### config.mk
export PLATFORM = sky130hd
export DESIGN_NAME = frame_logger
export DESIGN_NICKNAME = d
export VERILOG_FILES = /design/src/rtl/frame_logger.sv
export SDC_FILE = /design/constraint.sdc
export NUM_CORES = 1
export LEC_CHECK = 0
export BUFFER_PORTS_ARGS = -buffer_cell sky130_fd_sc_hd__buf_2
export CAP_MARGIN = 20
export CORE_MARGIN = 2
export CORE_UTILIZATION = 62
export DETAILED_ROUTE_END_ITERATION = 7
export PLACE_DENSITY = 0.86
export SETUP_SLACK_MARGIN = 0.02
export SYNTH_ARGS = -nofsm -noshare
export SYNTH_HDL_FRONTEND = slang
export SYNTH_SLANG_ARGS = --single-unit
### constraint.sdc
create_clock -name clk_i -period 9.2 [get_ports clk_i]
set_input_delay 1.38 -clock clk_i [delete_from_list [all_inputs] [get_ports clk_i]]
set_output_delay 1.38 -clock clk_i [all_outputs]
set_load 0.01 [all_outputs]
### src/rtl/frame_logger.sv
// Snapshot logger: captures CHANNEL_COUNT fields plus IAGC status and streams them as one
// framed packet (binary or ASCII-hex) into a byte-wide uart_tx start/ready handshake.
module frame_logger #(
  parameter int unsigned IagcStatusSize = 4,
  parameter int unsigned ChannelCount   = 4,
  parameter int unsigned FieldSize      = 16,
  parameter int unsigned UartDataSize   = 8,
  parameter logic [7:0]  SyncByte       = 8'hA5,
  parameter int unsigned GuardCycles    = 2
) (
  input  logic                               clk_i,
  input  logic                               rst_ni,
  input  logic                               enable_i,
  input  logic                               valid_i,
  input  logic                               mode_i,
  input  logic [IagcStatusSize-1:0]          iagc_status_i,
  input  logic [ChannelCount*FieldSize-1:0]  fields_i,
  input  logic                               tx_ready_i,
  output logic [UartDataSize-1:0]            tx_data_o,
  output logic                               tx_valid_o,
  output logic                               busy_o,
  output logic [7:0]                         drop_count_o
);

  localparam int unsigned BytesPerField = FieldSize / 8;
  localparam int unsigned FieldBytes    = ChannelCount * BytesPerField;
  localparam int unsigned PayloadLen    = FieldBytes + 3;
  localparam int unsigned BinLen        = PayloadLen + 1;
  localparam int unsigned AsciiLen      = 2 * PayloadLen + 3;
  localparam int unsigned CntW          = $clog2(AsciiLen + 1);
  localparam int unsigned FselW         = (FieldBytes > 1) ? $clog2(FieldBytes) : 1;
  localparam int unsigned GuardW        = (GuardCycles > 1) ? $clog2(GuardCycles) : 1;

  typedef enum logic [2:0] {
    StIdle,
    StLoad,
    StSend,
    StGuard,
    StWaitRdy
  } state_e;

  state_e                    state_q;
  logic [CntW-1:0]           cnt_q;
  logic [GuardW-1:0]         gcnt_q;
  logic [7:0]                seq_q;
  logic [7:0]                csum_q;
  logic [7:0]                drop_q;
  logic                      busy_q;
  logic                      tx_valid_q;
  logic [UartDataSize-1:0]   tx_data_q;
  logic                      mode_q;
  logic [IagcStatusSize-1:0] status_q;
  logic [7:0]                fbyte_q  [FieldBytes];
  logic [7:0]                fbyte_in [FieldBytes];

  logic [CntW-1:0]  p_idx;
  logic [FselW-1:0] fsel;
  logic             hdr;
  logic             tail;
  logic             nib_lo;
  logic             last_byte;
  logic             frame_done;
  logic             csum_upd;
  logic [7:0]       status_ext;
  logic [7:0]       pbyte;
  logic [7:0]       next_byte;

  function automatic logic [7:0] hex_char(input logic [3:0] n);
    return (n < 4'd10) ? (8'h30 + {4'h0, n}) : (8'h37 + {4'h0, n});
  endfunction

  // Flatten fields into emission order: field 0 first, each field MSB byte first.
  always_comb begin
    for (int f = 0; f < int'(ChannelCount); f++) begin
      for (int j = 0; j < int'(BytesPerField); j++) begin
        fbyte_in[f*BytesPerField + j] =
          fields_i[f*FieldSize + (BytesPerField - 1 - j)*8 +: 8];
      end
    end
  end

  always_comb begin
    hdr        = (cnt_q == '0);
    tail       = 1'b0;
    nib_lo     = 1'b1;
    p_idx      = cnt_q - CntW'(1);
    last_byte  = (cnt_q == CntW'(BinLen - 1));
    frame_done = (cnt_q == CntW'(BinLen));
    if (mode_q) begin
      // ASCII: odd counts carry the high nibble, even counts the low nibble.
      tail       = (cnt_q > CntW'(2 * PayloadLen));
      nib_lo     = ~cnt_q[0];
      p_idx      = (cnt_q - CntW'(1)) >> 1;
      last_byte  = (cnt_q == CntW'(AsciiLen - 1));
      frame_done = (cnt_q == CntW'(AsciiLen));
    end
    fsel = FselW'(p_idx - CntW'(2));

    status_ext                      = '0;
    status_ext[IagcStatusSize-1:0] = status_q;

    if (p_idx == '0) begin
      pbyte = seq_q;
    end else if (p_idx == CntW'(1)) begin
      pbyte = status_ext;
    end else if (p_idx == CntW'(PayloadLen - 1)) begin
      pbyte = csum_q;
    end else begin
      pbyte = fbyte_q[fsel];
    end

    if (!mode_q) begin
      next_byte = hdr ? SyncByte : pbyte;
    end else if (hdr) begin
      next_byte = 8'h24;
    end else if (tail) begin
      next_byte = (cnt_q == CntW'(2 * PayloadLen + 1)) ? 8'h0D : 8'h0A;
    end else begin
      next_byte = nib_lo ? hex_char(pbyte[3:0]) : hex_char(pbyte[7:4]);
    end

    // Fold a payload byte into the checksum once its last character goes out.
    csum_upd = !hdr && !tail && nib_lo && (p_idx != CntW'(PayloadLen - 1));
  end

  always_ff @(posedge clk_i or negedge rst_ni) begin
    if (!rst_ni) begin
      state_q    <= StIdle;
      cnt_q      <= '0;
      gcnt_q     <= '0;
      seq_q      <= '0;
      csum_q     <= '0;
      drop_q     <= '0;
      busy_q     <= 1'b0;
      tx_valid_q <= 1'b0;
      tx_data_q  <= '0;
      mode_q     <= 1'b0;
      status_q   <= '0;
      for (int i = 0; i < int'(FieldBytes); i++) begin
        fbyte_q[i] <= '0;
      end
    end else begin
      tx_valid_q <= 1'b0;
      if (valid_i && enable_i && (state_q != StIdle) && (drop_q != 8'hFF)) begin
        drop_q <= drop_q + 8'd1;
      end
      unique case (state_q)
        StIdle: begin
          if (valid_i && enable_i) begin
            mode_q   <= mode_i;
            status_q <= iagc_status_i;
            for (int i = 0; i < int'(FieldBytes); i++) begin
              fbyte_q[i] <= fbyte_in[i];
            end
            cnt_q   <= '0;
            csum_q  <= '0;
            busy_q  <= 1'b1;
            state_q <= StLoad;
          end
        end
        StLoad: state_q <= StSend;
        StSend: begin
          if (tx_ready_i) begin
            tx_valid_q <= 1'b1;
            tx_data_q  <= next_byte;
            cnt_q      <= cnt_q + CntW'(1);
            if (csum_upd) begin
              csum_q <= csum_q ^ pbyte;
            end
            if (last_byte) begin
              seq_q <= seq_q + 8'd1;
            end
            gcnt_q  <= '0;
            state_q <= StGuard;
          end
        end
        StGuard: begin
          if (gcnt_q == GuardW'(GuardCycles - 1)) begin
            state_q <= StWaitRdy;
          end else begin
            gcnt_q <= gcnt_q + GuardW'(1);
          end
        end
        StWaitRdy: begin
          if (!frame_done) begin
            state_q <= StSend;
          end else if (tx_ready_i) begin
            busy_q  <= 1'b0;
            state_q <= StIdle;
          end
        end
        default: state_q <= StIdle;
      endcase
    end
  end

  assign tx_data_o    = tx_data_q;
  assign tx_valid_o   = tx_valid_q;
  assign busy_o       = busy_q;
  assign drop_count_o = drop_q;

endmodule

# Word-level counts from Yosys, hierarchy flattened
# Cells that the tools add are included.
dict set report totals {
  latchBits 0
  in_bits 74
  wordCells 119
  n_memories 0
  regBits 112
  output_inout_bits 18
  mem_bits_ro 0
  ramBits 0
}
dict set report classes {
  n_reduce_logical 23
  n_addsub 10
  mul 0
  n_lt_le_gt_ge 4
  bitwise 3
  eq_ne 20
  mux 40
  shifts 0
  div_mod_pow 0
}
# cell count
set ops {}
lappend ops {{$mux W8} 10}
lappend ops {{$mux W7} 5}
lappend ops {{$add A6 B4 Y7 const A} 4}
lappend ops {{$bmux W8 S3} 1}
lappend ops {{$mux W3} 6}
lappend ops {{$add A8 B1 Y8 const B} 2}
lappend ops {{$pmux W8 S2} 1}
lappend ops {{$eq A5 B4 Y1 const B} 3}
lappend ops {{$eq A5 B5 Y1 const B} 3}
lappend ops {{$mux W5} 3}
lappend ops {{$pmux W3 S5} 1}
lappend ops {{$ne A2 B2 Y1 const B} 6}
lappend ops {{$reduce_and A4 Y1} 3}
lappend ops {{$logic_not A5 Y1} 2}
lappend ops {{$mux W1} 10}
lappend ops {{$pmux W5 S2} 1}
lappend ops {{$lt A4 B4 Y1 const B} 2}
lappend ops {{$ne A8 B8 Y1 const B} 1}
lappend ops {{$xor A8 B8 Y8} 1}
lappend ops {{$eq A3 B2 Y1 const B} 2}
lappend ops {{$logic_and A1 B1 Y1} 6}
lappend ops {{$reduce_and A2 Y1} 3}
lappend ops {{$reduce_and A3 Y1} 2}
lappend ops {{$reduce_bool A2 Y1} 3}
lappend ops {{other kinds (17)} 19}

# Logic depth before layout (Yosys ltp)
# Gate-level depths: netlist (run 1).
dict set report logic_depth {
  word_depth 16
  ltp_mapped 17
  mapped_depth_nobuf 15
}

# Worst setup path after synthesis (run 1)
# Ideal clock, no wire load.
dict set report synth_path {
  path_kind {register -> register}
  startpoint {register cnt_q[0]}
  endpoint {register tx_data_q[4], in the netlist tx_data_o[4]}
  synth_period_minus_slack_ps 3566
  path_buffers 2
  path_stages_with_launch 16
  setup_slack_ps 5634
  arrival_ps 3456
  cell_sequence {dfrtp_1 > buf_1 > inv_1 > ha_1 > buf_2 > clkinv_1 > mux4_2 > nand2_1 > nand2_1 > a2111oi_0 > o21ai_0 > inv_1 > ha_1 > o21ai_1 > and3_1 > o41ai_1}
}
dict set report synth_via {
  elab_chain_cells 16
}
# element line
set synth_lines {}
lappend synth_lines {{from (decl)} 43} ;# logic [CntW-1:0] cnt_q;
lappend synth_lines {{from (signal assigned)} 166} ;# cnt_q <= cnt_q + CntW'(1);
lappend synth_lines {{$sub A5 B1 Y5} {86, 93}}
lappend synth_lines {{$mux W5} 89} ;# if (mode_q) begin
lappend synth_lines {{$sub A3 B2 Y3} 97} ;# fsel = FselW'(p_idx - CntW'(2));
lappend synth_lines {{$not A3 Y4 (not written as such)} 109} ;# pbyte = fbyte_q[fsel];
lappend synth_lines {{$bmux W8 S3} 109}
lappend synth_lines {{$mux W8 (not written as such) (2 in a row)} 109}
lappend synth_lines {{$mux W8} 106} ;# end else if (p_idx == CntW'(PayloadLen - 1)) begin
lappend synth_lines {{$mux W8} 104} ;# end else if (p_idx == CntW'(1)) begin
lappend synth_lines {{$mux W8} 102} ;# if (p_idx == '0) begin
lappend synth_lines {{$add A6 B4 Y7 / $lt A4 B4 Y1 (equally long branches)} 69} ;# return (n < 4'd10) ? (8'h30 + {4'h0, n}) : (8'h37 + {4'h0, n});
lappend synth_lines {{$mux W7} 69}
lappend synth_lines {{$mux W7} 119} ;# next_byte = nib_lo ? hex_char(pbyte[3:0]) : hex_char(pbyte[7:4]);
lappend synth_lines {{$mux W7} 116} ;# end else if (tail) begin
lappend synth_lines {{$mux W7} 114} ;# end else if (hdr) begin
lappend synth_lines {{$mux W8 (*)} 112} ;# if (!mode_q) begin
lappend synth_lines {{to (signal assigned)} 165} ;# tx_data_q <= next_byte;
lappend synth_lines {{to (decl)} 50} ;# logic [UartDataSize-1:0] tx_data_q;
# Every way passes the cells marked *; elsewhere a longest branch is shown, timed or not. The select of a mux whose other input is x is not followed.
# A chain may end at the register's enable or synchronous reset.

# Final worst setup path (run 1)
dict set report layout_path {
  startpoint {register cnt_q[0]}
  endpoint {register tx_data_q[6], in the netlist tx_data_o[6]}
}
# The elaborated chain is that of the path after synthesis.

==> impl_metrics.prom, run 1 <==
# TYPE chip_impl_metric gauge
chip_impl_metric{name="slew_headroom",unit="%"} 27.8
chip_impl_metric{name="finalCriticalPeriod",unit="ns"} 4.52
chip_impl_metric{name="synthesis.area",unit="µm²"} 5970
chip_impl_metric{name="async_flop_share",unit="%"} 100
chip_impl_metric{name="fp.dieW",unit="µm"} 102
chip_impl_metric{name="cts-hold-fix-buffers",unit=""} 0
chip_impl_info{name="tritoncts",value="built"} 1
chip_impl_metric{name="cts_sinks",unit=""} 112
chip_impl_metric{name="setup_total_negative_slack",unit="ns"} 0
chip_impl_metric{name="tightestPinTransition",unit="ns"} 1.07
chip_impl_metric{name="seq_area_frac_synth",unit="%"} 47.0
chip_impl_metric{name="grt_start_max_net_pins",unit=""} 84
chip_impl_metric{name="avgViaCountPerCell",unit=""} 6.06
chip_impl_metric{name="final.setup_skew",unit="ns"} 0.0217
chip_impl_metric{name="placeableCoreArea",unit="µm²"} 9280
chip_impl_metric{name="totalWireLength",unit="µm"} 13300
chip_impl_metric{name="maximum_fanout_along_the_worst_path",unit=""} 16
chip_impl_metric{name="post_cts_resized",unit=""} 0
chip_impl_metric{name="post-route-period-util",unit="%"} 49.1
chip_impl_metric{name="top_level_ports",unit=""} 92
chip_impl_info{name="run_status",value="finished clean"} 1
chip_impl_metric{name="leakagePower",unit="nW"} 2.98
chip_impl_metric{name="drc",unit=""} 0
chip_impl_metric{name="initial_core_utilization",unit="%"} 64.3
chip_impl_info{name="holdCritPathClass",value="flip-flop to flip-flop"} 1
chip_impl_metric{name="floorplan.die.height",unit="µm"} 102
chip_impl_metric{name="power_per_cell_area",unit="nW/µm²"} 447
chip_impl_metric{name="synthesis.yosys.warnings",unit=""} 0
chip_impl_metric{name="grtUsageTotal",unit="%"} 27.5
chip_impl_metric{name="syn_avg_cell_area",unit="µm²"} 11.0
chip_impl_metric{name="routabilityCongestion",unit=""} 0.968
chip_impl_metric{name="num_vias",unit=""} 4588
chip_impl_metric{name="arrival",unit="ns"} 4.78
chip_impl_metric{name="cts_made_buffers",unit=""} 9
chip_impl_metric{name="synthToLayoutAreaGrowth",unit="%"} 12.1
chip_impl_metric{name="rows",unit=""} 35
chip_impl_metric{name="synthDistinctLibCells",unit=""} 61
chip_impl_metric{name="post_route_cells_drive_above_1_share",unit="%"} 33.4
chip_impl_metric{name="io_buffer_count",unit=""} 91
chip_impl_metric{name="cts_max_level",unit=""} 3
chip_impl_metric{name="syn_inst",unit=""} 544
chip_impl_metric{name="route.antenna.remaining_nets",unit=""} 0
chip_impl_metric{name="drt_iter0_markers",unit=""} 413
chip_impl_metric{name="grt_antenna_before_repair",unit=""} 0
chip_impl_metric{name="die_footprint",unit="µm²"} 10400
chip_impl_metric{name="place.detailed.hpwl",unit="µm"} 9810
chip_impl_metric{name="final_hold_viol_count",unit=""} 0
chip_impl_metric{name="layout.core_utilization",unit="%"} 72.0
chip_impl_metric{name="clkTransAtPathRegs",unit="ns"} 0.11
chip_impl_info{name="clk_root_buffer_cell",value="clkbuf_8"} 1
chip_impl_metric{name="setup_violations",unit=""} 0
chip_impl_metric{name="clock_path_buffers",unit=""} 2
chip_impl_metric{name="crit_required",unit="ns"} 9.46
chip_impl_info{name="synth-main-ff-cell",value="dfrtp_1"} 1
chip_impl_metric{name="antenna_cells_inserted",unit=""} 0
chip_impl_metric{name="irDropWorstVdd",unit="V"} 0.000228
chip_impl_metric{name="slew_viol_final",unit=""} 0
chip_impl_metric{name="fmaxAchievable",unit="MHz"} 221
chip_impl_metric{name="timing.max_cap.violations",unit=""} 0
chip_impl_metric{name="detail_route.first_pass.iterations",unit=""} 5
chip_impl_metric{name="ys_seq_elements",unit=""} 112
chip_impl_metric{name="postCtsSetupBuffers",unit=""} 0
chip_impl_info{name="setup.worst_path.end_class",value="flip-flop"} 1
chip_impl_metric{name="grt_pass1_wl",unit="µm"} 22300
chip_impl_metric{name="wl_per_cell",unit="µm"} 17.5
chip_impl_info{name="setup_repair_after_global_routing_missed_its_margin",value="false"} 1
chip_impl_metric{name="first_global_vias",unit=""} 4538
chip_impl_info{name="worstSetupPathType",value="flip-flop to flip-flop"} 1
chip_impl_info{name="startpoint_type",value="flip-flop"} 1
chip_impl_metric{name="grt-ovfl-total",unit=""} 0
chip_impl_metric{name="clock_insertion_delay_worst_skew",unit="ns"} 0.38
chip_impl_metric{name="nNetsFinal",unit=""} 705
chip_impl_metric{name="synth_nets",unit=""} 626
chip_impl_metric{name="count_of_flip_flops_with_a_built_in_enable_after_synthesis",unit=""} 0
-- Yosys cell counts (2+ instances only) --
master,instances,area (µm²)
a31oi_1,3,18.8
or3_1,5,31.3
a21oi_1,19,95.1
ha_1,8,100
a22oi_1,3,22.5
a2bb2oi_2,3,45.0
a32oi_1,2,17.5
dfrtp_1,112,2800
nand4_1,6,37.5
o22a_1,2,17.5
mux2i_1,12,120
nand2b_1,6,37.5
a21oi_2,2,17.5
a311oi_1,4,35.0
inv_1,8,30.0
nand2_1,54,203
and2_1,5,31.3
mux4_2,9,203
nor2b_1,6,37.5
a211oi_1,6,45.0
a21o_1,4,30.0
nand3_1,11,55.1
xor2_1,13,114
inv_2,2,7.51
a31o_2,3,26.3
clkbuf_1,14,52.6
o21ai_0,19,95.1
o31ai_1,13,97.6
buf_6,4,45.0
or2_2,2,12.5
a2bb2oi_1,2,17.5
nor2_1,39,146
mux2_2,73,822
o211ai_1,4,30.0
o21ai_1,2,10.0
buf_2,7,35.0
xnor2_1,15,131
and3_1,4,25.0
nor4_1,3,18.8
a2111oi_0,2,17.5
buf_1,2,7.51
nor3_1,12,60.1
-- cells by family after synthesis --
logic type	synth area share (%)
and+or+nand+nor	12.7
adders and majority gates	1.68
AOI/OAI and AO/OA	12.3
muxes	19.2
xor gates and xnor gates	4.11
buffers and inverters	3.04
DFF	47.0
-- power by group --
| group | switching, mW | total [mW] | internal, mW |
|---|---|---|---|
| logic | 0.983 | 1.79 | 0.809 |
| registers | 0.192 | 0.900 | 0.708 |
| clock network | 0.182 | 0.297 | 0.115 |
| total | 1.36 | 2.99 | 1.63 |
-- cell type report --
| type | count | area (µm²) |
|---|---|---|
| multi-input cells | 394 | 2990 |
| fillers | 701 | 2600 |
| repair buffers | 95 | 488 |
| well taps | 129 | 161 |
| clock inverters | 6 | 67.6 |
| clock buffers | 10 | 138 |
| flip-flops and latches | 112 | 2800 |
| inverters | 11 | 41.3 |
-- stage by stage --
step | hold WS [ns] | std cells | worst slack, ns | instance area, µm² | total power [mW]
finish | 0.485 | 757 | 4.68 | 6690 | 2.99
global placement | 0.464 | 741 | 4.79 | 6480 | 2.61
CTS | 0.490 | 757 | 4.65 | 6690 | 2.97
detailed placement | 0.466 | 741 | 4.69 | 6480 | 2.67
global route | 0.520 | 757 | 4.32 | 6690 | 3.22
floorplan | 0.464 | 544 | 5.63 | 5970 | 2.26
-- path summary, 6_finish.rpt --
check                                               from                  endpoint  slack, ns  cells after the start
worst min register to register  tx_data_o[6]$_DFFE_PN0P_  tx_data_o[6]$_DFFE_PN0P_       0.49                      2
max in group asynchronous                         rst_ni      cnt_q[1]$_DFFE_PN0P_       7.00                      2
worst max-delay path                cnt_q[0]$_DFFE_PN0P_  tx_data_o[6]$_DFFE_PN0P_       4.68                     11
worst min-delay path            tx_data_o[6]$_DFFE_PN0P_  tx_data_o[6]$_DFFE_PN0P_       0.49                      2
worst max register to register      cnt_q[0]$_DFFE_PN0P_  tx_data_o[6]$_DFFE_PN0P_       4.68                     11
min in group asynchronous                         rst_ni      cnt_q[2]$_DFFE_PN0P_       0.99                      1
-- worst max-delay path, cell delays in order, from the launching register on --
cell       delay, ns
dfrtp_1         0.68
inv_1           0.14
ha_1            0.52
a21oi_2         0.78
mux4_2          0.62
nor2b_1         0.15
a211oi_1        0.35
a2bb2oi_2       0.41
ha_1            0.30
o31ai_1         0.13
a32oi_1         0.22
o21ai_0         0.10
-- flip-flops by register name (all words and copies together) (netlist names) --
signal        cells
busy_o            1
cnt_q             5
csum_q            8
drop_count_o      8
fbyte_q          64
gcnt_q            1
mode_q            1
seq_q             8
state_q           3
status_q          4
tx_data_o         8
tx_valid_o        1
-- routing by layer --
metal,wire length (µm),GRT usage (%),up-vias
li1,-,-,2136
met1,5620,37.0,2254
met2,6600,45.0,175
met3,781,5.40,23
met4,274,9.85,0
met5,0,0,-
-- cell usage in the layout (no fill, tap or decap), types with 4 or more instances in the layout --
| cell type | instances |
|---|---|
| a211oi_1 | 6 |
| a21o_1 | 4 |
| a21oi_1 | 19 |
| a311oi_1 | 4 |
| and2_1 | 5 |
| and3_1 | 4 |
| buf_2 | 90 |
| buf_4 | 5 |
| clkbuf_8 | 10 |
| dfrtp_1 | 112 |
| ha_1 | 8 |
| inv_1 | 8 |
| inv_6 | 4 |
| mux2_2 | 73 |
| mux2i_1 | 12 |
| mux4_2 | 9 |
| nand2_1 | 54 |
| nand2b_1 | 6 |
| nand3_1 | 11 |
| nand4_1 | 6 |
| nor2_1 | 39 |
| nor2b_1 | 6 |
| nor3_1 | 12 |
| o211ai_1 | 4 |
| o21ai_0 | 19 |
| o31ai_1 | 13 |
| or3_1 | 5 |
| xnor2_1 | 15 |
| xor2_1 | 13 |
Note: power is estimated with default switching activity, not from simulation.
==> inputs of run 2 (changes only) <==
- ABC_AREA: default -> 1
- CORE_UTILIZATION: 62 -> 52
- PLACE_DENSITY: 0.86 -> 0.77
- clock period: 9.2 -> 3.85 ns (I/O delays scaled with it)
==> impl_metrics.prom, run 2 <==
# TYPE chip_impl_metric gauge
chip_impl_metric{name="fillerInstances",unit=""} 1082
chip_impl_metric{name="route.antenna.remaining_nets",unit=""} 0
chip_impl_metric{name="grt_start_max_net_pins",unit=""} 62
chip_impl_metric{name="placeableCoreArea",unit="µm²"} 11500
chip_impl_metric{name="dpl-instance-area",unit="µm²"} 6760
chip_impl_metric{name="async_flop_share",unit="%"} 100
chip_impl_info{name="synth-main-ff-cell",value="dfrtp_1"} 1
chip_impl_metric{name="floorplan.die.height",unit="µm"} 113
chip_impl_info{name="startpoint_type",value="flip-flop"} 1
chip_impl_metric{name="clock_insertion_delay_worst_skew",unit="ns"} 0.35
chip_impl_metric{name="routabilityCongestion",unit=""} 0.906
chip_impl_metric{name="cts_made_buffers",unit=""} 9
chip_impl_info{name="final_common_cell",value="nand2_1"} 1
chip_impl_metric{name="maximum_fanout_along_the_worst_path",unit=""} 28
chip_impl_metric{name="first_global_vias",unit=""} 5318
chip_impl_metric{name="cts_max_level",unit=""} 3
chip_impl_metric{name="top_level_ports",unit=""} 92
chip_impl_metric{name="count_of_flip_flops_with_a_built_in_enable_after_synthesis",unit=""} 0
chip_impl_info{name="setup_repair_after_global_routing_missed_its_margin",value="false"} 1
chip_impl_metric{name="detail_route.first_pass.iterations",unit=""} 7
chip_impl_metric{name="antenna_cells_inserted",unit=""} 0
chip_impl_metric{name="seq_area_frac_synth",unit="%"} 45.3
chip_impl_metric{name="drt_iter0_markers",unit=""} 276
chip_impl_metric{name="io_buffer_count",unit=""} 91
chip_impl_metric{name="setup_violations",unit=""} 0
chip_impl_metric{name="tightestPinTransition",unit="ns"} 0.935
chip_impl_info{name="endpoint_of_the_worst_register_to_register_path",value="tx_data_o[2]$_DFFE_PN0P_"} 1
chip_impl_metric{name="crit_required",unit="ns"} 4.13
chip_impl_info{name="timing.critical_path.to",value="tx_data_o[2]$_DFFE_PN0P_"} 1
chip_impl_metric{name="die_footprint",unit="µm²"} 12800
chip_impl_info{name="clk_root_buffer_cell",value="clkbuf_16"} 1
chip_impl_metric{name="clkTransAtPathRegs",unit="ns"} 0.07
chip_impl_metric{name="cell_count_final_fillers_out",unit=""} 1054
chip_impl_info{name="worstSetupPathType",value="flip-flop to flip-flop"} 1
chip_impl_metric{name="syn_avg_cell_area",unit="µm²"} 7.50
chip_impl_info{name="post_synth_most_frequent_cells",value="nand2_1 (351), dfrtp_1 (112), inv_1 (59)"} 1
chip_impl_metric{name="post-place-cells",unit=""} 1039
chip_impl_metric{name="finalCriticalPeriod",unit="ns"} 3.30
chip_impl_info{name="run_status",value="finished, violations left"} 1
chip_impl_info{name="most-common-layout-cells",value="nand2_1 (351), dfrtp_1 (112), buf_2 (90)"} 1
chip_impl_info{name="holdCritPathClass",value="primary input to asynchronous set/reset pin"} 1
chip_impl_metric{name="clock_path_buffers",unit=""} 2
chip_impl_info{name="rr_startpoint",value="cnt_q[0]$_DFFE_PN0P_"} 1
chip_impl_metric{name="final_hold_viol_count",unit=""} 0
chip_impl_metric{name="finalInstanceArea",unit="µm²"} 7060
chip_impl_metric{name="cts-hold-fix-buffers",unit=""} 0
chip_impl_metric{name="grt_pass1_wl",unit="µm"} 24700
chip_impl_metric{name="synth_nets",unit=""} 908
chip_impl_metric{name="slew_headroom",unit="%"} 36.1
chip_impl_info{name="synth.most_common_cell",value="nand2_1"} 1
chip_impl_info{name="synth_top_cells_by_area",value="dfrtp_1 (45%), nand2_1 (21%), nand3_1 (4.5%)"} 1
chip_impl_info{name="regMostFlops",value="fbyte_q"} 1
chip_impl_info{name="yosysTopAreaCell",value="dfrtp_1"} 1
chip_impl_metric{name="slew_viol_final",unit=""} 0
chip_impl_metric{name="fp.dieW",unit="µm"} 113
chip_impl_metric{name="largest_reg_flops",unit=""} 64
chip_impl_metric{name="synthToLayoutAreaGrowth",unit="%"} 14.1
chip_impl_metric{name="ys_seq_elements",unit=""} 112
chip_impl_metric{name="post_route_cells_drive_above_1_share",unit="%"} 18.0
chip_impl_metric{name="wl_per_cell",unit="µm"} 13.5
chip_impl_metric{name="grtUsageTotal",unit="%"} 24.0
chip_impl_metric{name="grt-ovfl-total",unit=""} 0
chip_impl_metric{name="timing.reg2reg.worst_path_depth",unit=""} 20
chip_impl_info{name="violations",value="DRC"} 1
chip_impl_metric{name="num_vias",unit=""} 5430
chip_impl_metric{name="initial_core_utilization",unit="%"} 53.8
chip_impl_metric{name="postCtsSetupBuffers",unit=""} 0
chip_impl_metric{name="post-route-period-util",unit="%"} 85.6
chip_impl_metric{name="synthesis.area",unit="µm²"} 6190
chip_impl_metric{name="timing.reg2reg.setup_slack",unit="ns"} 0.55
chip_impl_metric{name="final.setup_skew",unit="ns"} 0.00841
chip_impl_metric{name="fmaxAchievable",unit="MHz"} 303
chip_impl_metric{name="grt_antenna_before_repair",unit=""} 0
chip_impl_metric{name="syn_inst",unit=""} 826
chip_impl_metric{name="cts_sinks",unit=""} 112
chip_impl_metric{name="arrival",unit="ns"} 3.58
chip_impl_metric{name="rows",unit=""} 39
chip_impl_metric{name="synthDistinctLibCells",unit=""} 43
chip_impl_metric{name="totalWireLength",unit="µm"} 14200
chip_impl_metric{name="drc",unit=""} 6
chip_impl_info{name="setup.worst_path.end_class",value="flip-flop"} 1
chip_impl_info{name="tritoncts",value="built"} 1
chip_impl_metric{name="avgViaCountPerCell",unit=""} 5.15
chip_impl_info{name="setup.worst_path.start",value="cnt_q[0]$_DFFE_PN0P_"} 1
chip_impl_metric{name="post_cts_resized",unit=""} 0
chip_impl_metric{name="synth_top_area_share",unit="%"} 45.3
chip_impl_metric{name="setup_total_negative_slack",unit="ns"} 0
chip_impl_metric{name="place.detailed.hpwl",unit="µm"} 10300
chip_impl_metric{name="timing.max_cap.violations",unit=""} 0
chip_impl_metric{name="synthesis.yosys.warnings",unit=""} 0
chip_impl_metric{name="nNetsFinal",unit=""} 989
-- run 2: cell count changes in the layout (fill, tap and decap cells not counted), moves of 10 or more --
cell	before	now
o21ai_0	19	44
o31ai_1	13	0
xnor2_1	15	4
nand2_1	54	351
nand3_1	11	56
mux2i_1	12	0
nand2_2	0	10
inv_1	8	59
mux2_2	73	2
-- run 2: logic make-up (layout without fill, tap and decap cells) --
group           Yosys count  after routing  share of synthesized area [%]
compound gates           85             85                           8.35
xor+xnor                 15             15                           2.12
fa+ha+maj                 8              8                           1.62
buf+inv                  93            178                           6.18
flops                   112            112                           45.3
mux                       2              2                          0.364
simple gates            511            511                           36.1
-- run 2: how the worst min path moves through the flow --
stage                      startpoint                endpoint  depth (start not counted)
2_1_floorplan                  rst_ni      busy_o$_DFFE_PN0P_                          0
4_1_cts                        rst_ni  state_q[2]$_DFFE_PN0P_                          1
3_3_place_gp   fbyte_q[6]$_DFFE_PN0P_  fbyte_q[6]$_DFFE_PN0P_                          2
5_1_grt                        rst_ni  state_q[2]$_DFFE_PN0P_                          1
6_report                       rst_ni  state_q[2]$_DFFE_PN0P_                          1
3_5_place_dp   fbyte_q[6]$_DFFE_PN0P_  fbyte_q[6]$_DFFE_PN0P_                          2
-- run 2: layer usage --
layer	up-vias	global-route usage [%]	part of all wire, %
li1	2784	-	-
met1	2481	32.5	47
met3	23	5.20	4.8
met4	0	7.48	1.9
met5	-	0	0
met2	142	38.8	46
-- run 2: layout make-up --
type	instances	area (µm²)	area share, %
multi-input cells	621	3010	42.6
flip-flops and latches	112	2800	39.7
repair buffers	98	523	7.41
inverters	65	244	3.45
clock buffers	10	239	3.38
well taps	143	179	2.53
clock inverters	5	63.8	0.904
-- run 2: metrics by stage --
stage / utilization (%) / hold slack [ns] / worst slack, ns
4_1_cts: 61.3 / 0.271 / 0.584
6_report: 61.3 / 0.250 / 0.553
3_3_place_gp: 58.7 / 0.451 / 0.799
2_1_floorplan: - / 0.282 / 1.19
3_5_place_dp: 58.7 / 0.453 / 0.614
5_1_grt: 61.3 / 0.312 / 0.186
-- run 2: worst max-delay path, cell delays in order, from the launching register on --
cell and delay, ns:
dfrtp_1 0.46, inv_1 0.17, ha_1 0.39, nand2_1 0.11, nand2_2 0.28, buf_4 0.33, nand2_1 0.08, o21ai_0 0.08
nand2_1 0.07, nand2_1 0.06, nand2_1 0.05, nand3_1 0.08, nand2_1 0.09, a21oi_2 0.25, ha_1 0.22, nand3_1 0.10
a21oi_1 0.12, o21ai_1 0.07, nand2_1 0.06, nand2_1 0.04, a21boi_1 0.12
Power of run 2 is left out: the tool's default activity adds up to more than one toggle a clock period on the data nets, which glitch-free logic cannot reach.
==> inputs of run 3 (changes only) <==
- ABC_AREA: 1 -> default
==> impl_metrics.prom, run 3 (synthesis results as in run 1) <==
# TYPE chip_impl_metric gauge
chip_impl_metric{name="grt_antenna_before_repair",unit=""} 0
chip_impl_info{name="regMostFlops",value="fbyte_q"} 1
chip_impl_metric{name="timing.max_cap.violations",unit=""} 0
chip_impl_metric{name="slew_headroom",unit="%"} 41.2
chip_impl_metric{name="grt_pass1_wl",unit="µm"} 22800
chip_impl_metric{name="hold_slack",unit="ns"} 0.329
chip_impl_metric{name="grtUsageTotal",unit="%"} 23.1
chip_impl_metric{name="dpl-instance-area",unit="µm²"} 6630
chip_impl_metric{name="finalInstanceArea",unit="µm²"} 6960
chip_impl_metric{name="dp_worst_setup_slack",unit="ns"} 0.0119
chip_impl_metric{name="fmaxAchievable",unit="MHz"} 269
chip_impl_info{name="startpoint_type",value="flip-flop"} 1
chip_impl_metric{name="die_footprint",unit="µm²"} 12300
chip_impl_info{name="clk_root_buffer_cell",value="clkbuf_16"} 1
chip_impl_metric{name="clkTransAtPathRegs",unit="ns"} 0.07
chip_impl_metric{name="synthToLayoutAreaGrowth",unit="%"} 16.6
chip_impl_metric{name="routabilityCongestion",unit=""} 0.880
chip_impl_info{name="most-common-layout-cells",value="dfrtp_1 (112), buf_2 (90), mux2_2 (73)"} 1
chip_impl_metric{name="first_global_vias",unit=""} 4699
chip_impl_metric{name="avgViaCountPerCell",unit=""} 5.88
chip_impl_metric{name="slew_viol_final",unit=""} 0
chip_impl_metric{name="arrival",unit="ns"} 4.02
chip_impl_metric{name="tightestPinTransition",unit="ns"} 0.882
chip_impl_metric{name="clock_insertion_delay_worst_skew",unit="ns"} 0.36
chip_impl_metric{name="cts_sinks",unit=""} 112
chip_impl_metric{name="detail_route.first_pass.iterations",unit=""} 4
chip_impl_metric{name="final_hold_viol_count",unit=""} 0
chip_impl_metric{name="drt_iter0_markers",unit=""} 322
chip_impl_metric{name="nNetsFinal",unit=""} 723
chip_impl_info{name="setup_repair_after_global_routing_missed_its_margin",value="true"} 1
chip_impl_metric{name="wl_per_cell",unit="µm"} 17.3
chip_impl_metric{name="placeableCoreArea",unit="µm²"} 11300
chip_impl_metric{name="leakagePower",unit="nW"} 3.10
chip_impl_metric{name="floorplan.die.height",unit="µm"} 111
chip_impl_metric{name="irDropWorstVdd",unit="V"} 0.000556
chip_impl_metric{name="route.antenna.remaining_nets",unit=""} 0
chip_impl_metric{name="finalCriticalPeriod",unit="ns"} 3.72
chip_impl_info{name="final_common_cell",value="dfrtp_1"} 1
chip_impl_metric{name="grt-ovfl-total",unit=""} 0
chip_impl_metric{name="final_critical_path_setup_slack",unit="ns"} 0.129
chip_impl_metric{name="setup_violations",unit=""} 0
chip_impl_metric{name="power_per_cell_area",unit="nW/µm²"} 1100
chip_impl_info{name="setup.worst_path.end_class",value="flip-flop"} 1
chip_impl_metric{name="io_buffer_count",unit=""} 91
chip_impl_metric{name="maximum_fanout_along_the_worst_path",unit=""} 11
chip_impl_metric{name="clock_path_buffers",unit=""} 2
chip_impl_metric{name="num_vias",unit=""} 4639
chip_impl_metric{name="antenna_cells_inserted",unit=""} 0
chip_impl_metric{name="initial_core_utilization",unit="%"} 52.7
chip_impl_metric{name="grt_start_max_net_pins",unit=""} 83
chip_impl_metric{name="cts-hold-fix-buffers",unit=""} 0
chip_impl_metric{name="layout.core_utilization",unit="%"} 61.4
chip_impl_info{name="rr_startpoint",value="cnt_q[1]$_DFFE_PN0P_"} 1
chip_impl_info{name="run_status",value="finished clean"} 1
chip_impl_info{name="holdCritPathClass",value="primary input to asynchronous set/reset pin"} 1
chip_impl_metric{name="timing.reg2reg.worst_path_depth",unit=""} 12
chip_impl_metric{name="place.detailed.hpwl",unit="µm"} 10000
chip_impl_metric{name="timing.reg2reg.setup_slack",unit="ns"} 0.13
chip_impl_metric{name="fp.dieW",unit="µm"} 111
chip_impl_metric{name="largest_reg_flops",unit=""} 64
chip_impl_metric{name="design_power_total",unit="mW"} 7.63
chip_impl_metric{name="setup_total_negative_slack",unit="ns"} 0
chip_impl_metric{name="post-place-cells",unit=""} 771
chip_impl_metric{name="cts_max_level",unit=""} 3
chip_impl_metric{name="drc",unit=""} 0
chip_impl_metric{name="cell_count_final_fillers_out",unit=""} 789
chip_impl_metric{name="post_route_cells_drive_above_1_share",unit="%"} 35.9
chip_impl_info{name="endpoint_of_the_worst_register_to_register_path",value="tx_data_o[5]$_DFFE_PN0P_"} 1
chip_impl_metric{name="final.setup_skew",unit="ns"} 0.00755
chip_impl_metric{name="crit_required",unit="ns"} 4.15
chip_impl_metric{name="post-route-period-util",unit="%"} 96.6
chip_impl_metric{name="cts_made_buffers",unit=""} 9
chip_impl_metric{name="rows",unit=""} 39
chip_impl_metric{name="totalWireLength",unit="µm"} 13600
chip_impl_metric{name="top_level_ports",unit=""} 92
chip_impl_info{name="worstSetupPathType",value="flip-flop to flip-flop"} 1
chip_impl_info{name="tritoncts",value="built"} 1
run 3: cell count changes in the layout (fill, tap and decap cells not counted), sizes merged, moves of 11 or more:
cell / delta
buf: +15
inv: -53
mux2: +71
mux2i: +12
nand2: -315
nand3: -55
o21ai: -28
o31ai: +13
xnor2: +11
run 3: report_power, final:
part | leakage [nW] | internal [mW] | switching (mW)
registers | 1.37 | 1.70 | 0.411
clock network | 0.133 | 0.461 | 0.438
logic | 1.60 | 2.19 | 2.44
run 3: worst max-delay path by stage:
stage / start / end / slack (ns) / depth (start not counted)
after CTS: cnt_q[1]$_DFFE_PN0P_ / tx_data_o[4]$_DFFE_PN0P_ / 0.1 / 13
after global routing: cnt_q[1]$_DFFE_PN0P_ / tx_data_o[4]$_DFFE_PN0P_ / 0.0005 / 13
after detailed placement: cnt_q[1]$_DFFE_PN0P_ / tx_data_o[4]$_DFFE_PN0P_ / 0.01 / 13
final: cnt_q[1]$_DFFE_PN0P_ / tx_data_o[5]$_DFFE_PN0P_ / 0.13 / 12
after global placement: cnt_q[1]$_DFFE_PN0P_ / tx_data_o[4]$_DFFE_PN0P_ / 0.15 / 13
after floorplan: cnt_q[0]$_DFFE_PN0P_ / tx_data_o[4]$_DFFE_PN0P_ / 0.28 / 15
run 3: area by class of cell:
class / count / area (µm²)
Clock buffer: 11 / 243
Tap cell: 143 / 179
Sequential cell: 112 / 2800
Timing Repair Buffer: 113 / 636
Fill cell: 953 / 4370
Inverter: 11 / 45.0
Clock inverter: 5 / 37.5
Multi-Input combinational cell: 394 / 3010
run 3: critical path, cell delays in order (launching register included):
cell and delay, ns:
dfrtp_1 0.52, inv_1 0.11, ha_2 0.45, nor2b_1 0.34, a21o_2 0.26, mux4_2 0.37, nor2b_1 0.16, a211oi_1 0.39
a2bb2oi_2 0.35, and2_1 0.20, nor2_1 0.04, a311oi_1 0.27, o32a_1 0.20
run 3: layer usage:
metal  vias up  GRT usage [%]  share of wire (%)
li1       2175              -                  -
met1      2291           30.5                 43
met2       143           37.2                 48
met3        30           5.47                6.1
met4         0           9.30                2.5
met5         -              0                  0
run 3: what timing repair did:
item	4_1_cts	5_1_grt
setup endpoints to repair	1	7
buffers inserted	0	2
resized for setup	1	6
endpoints found under the hold margin	0	0
pin swaps	0	1
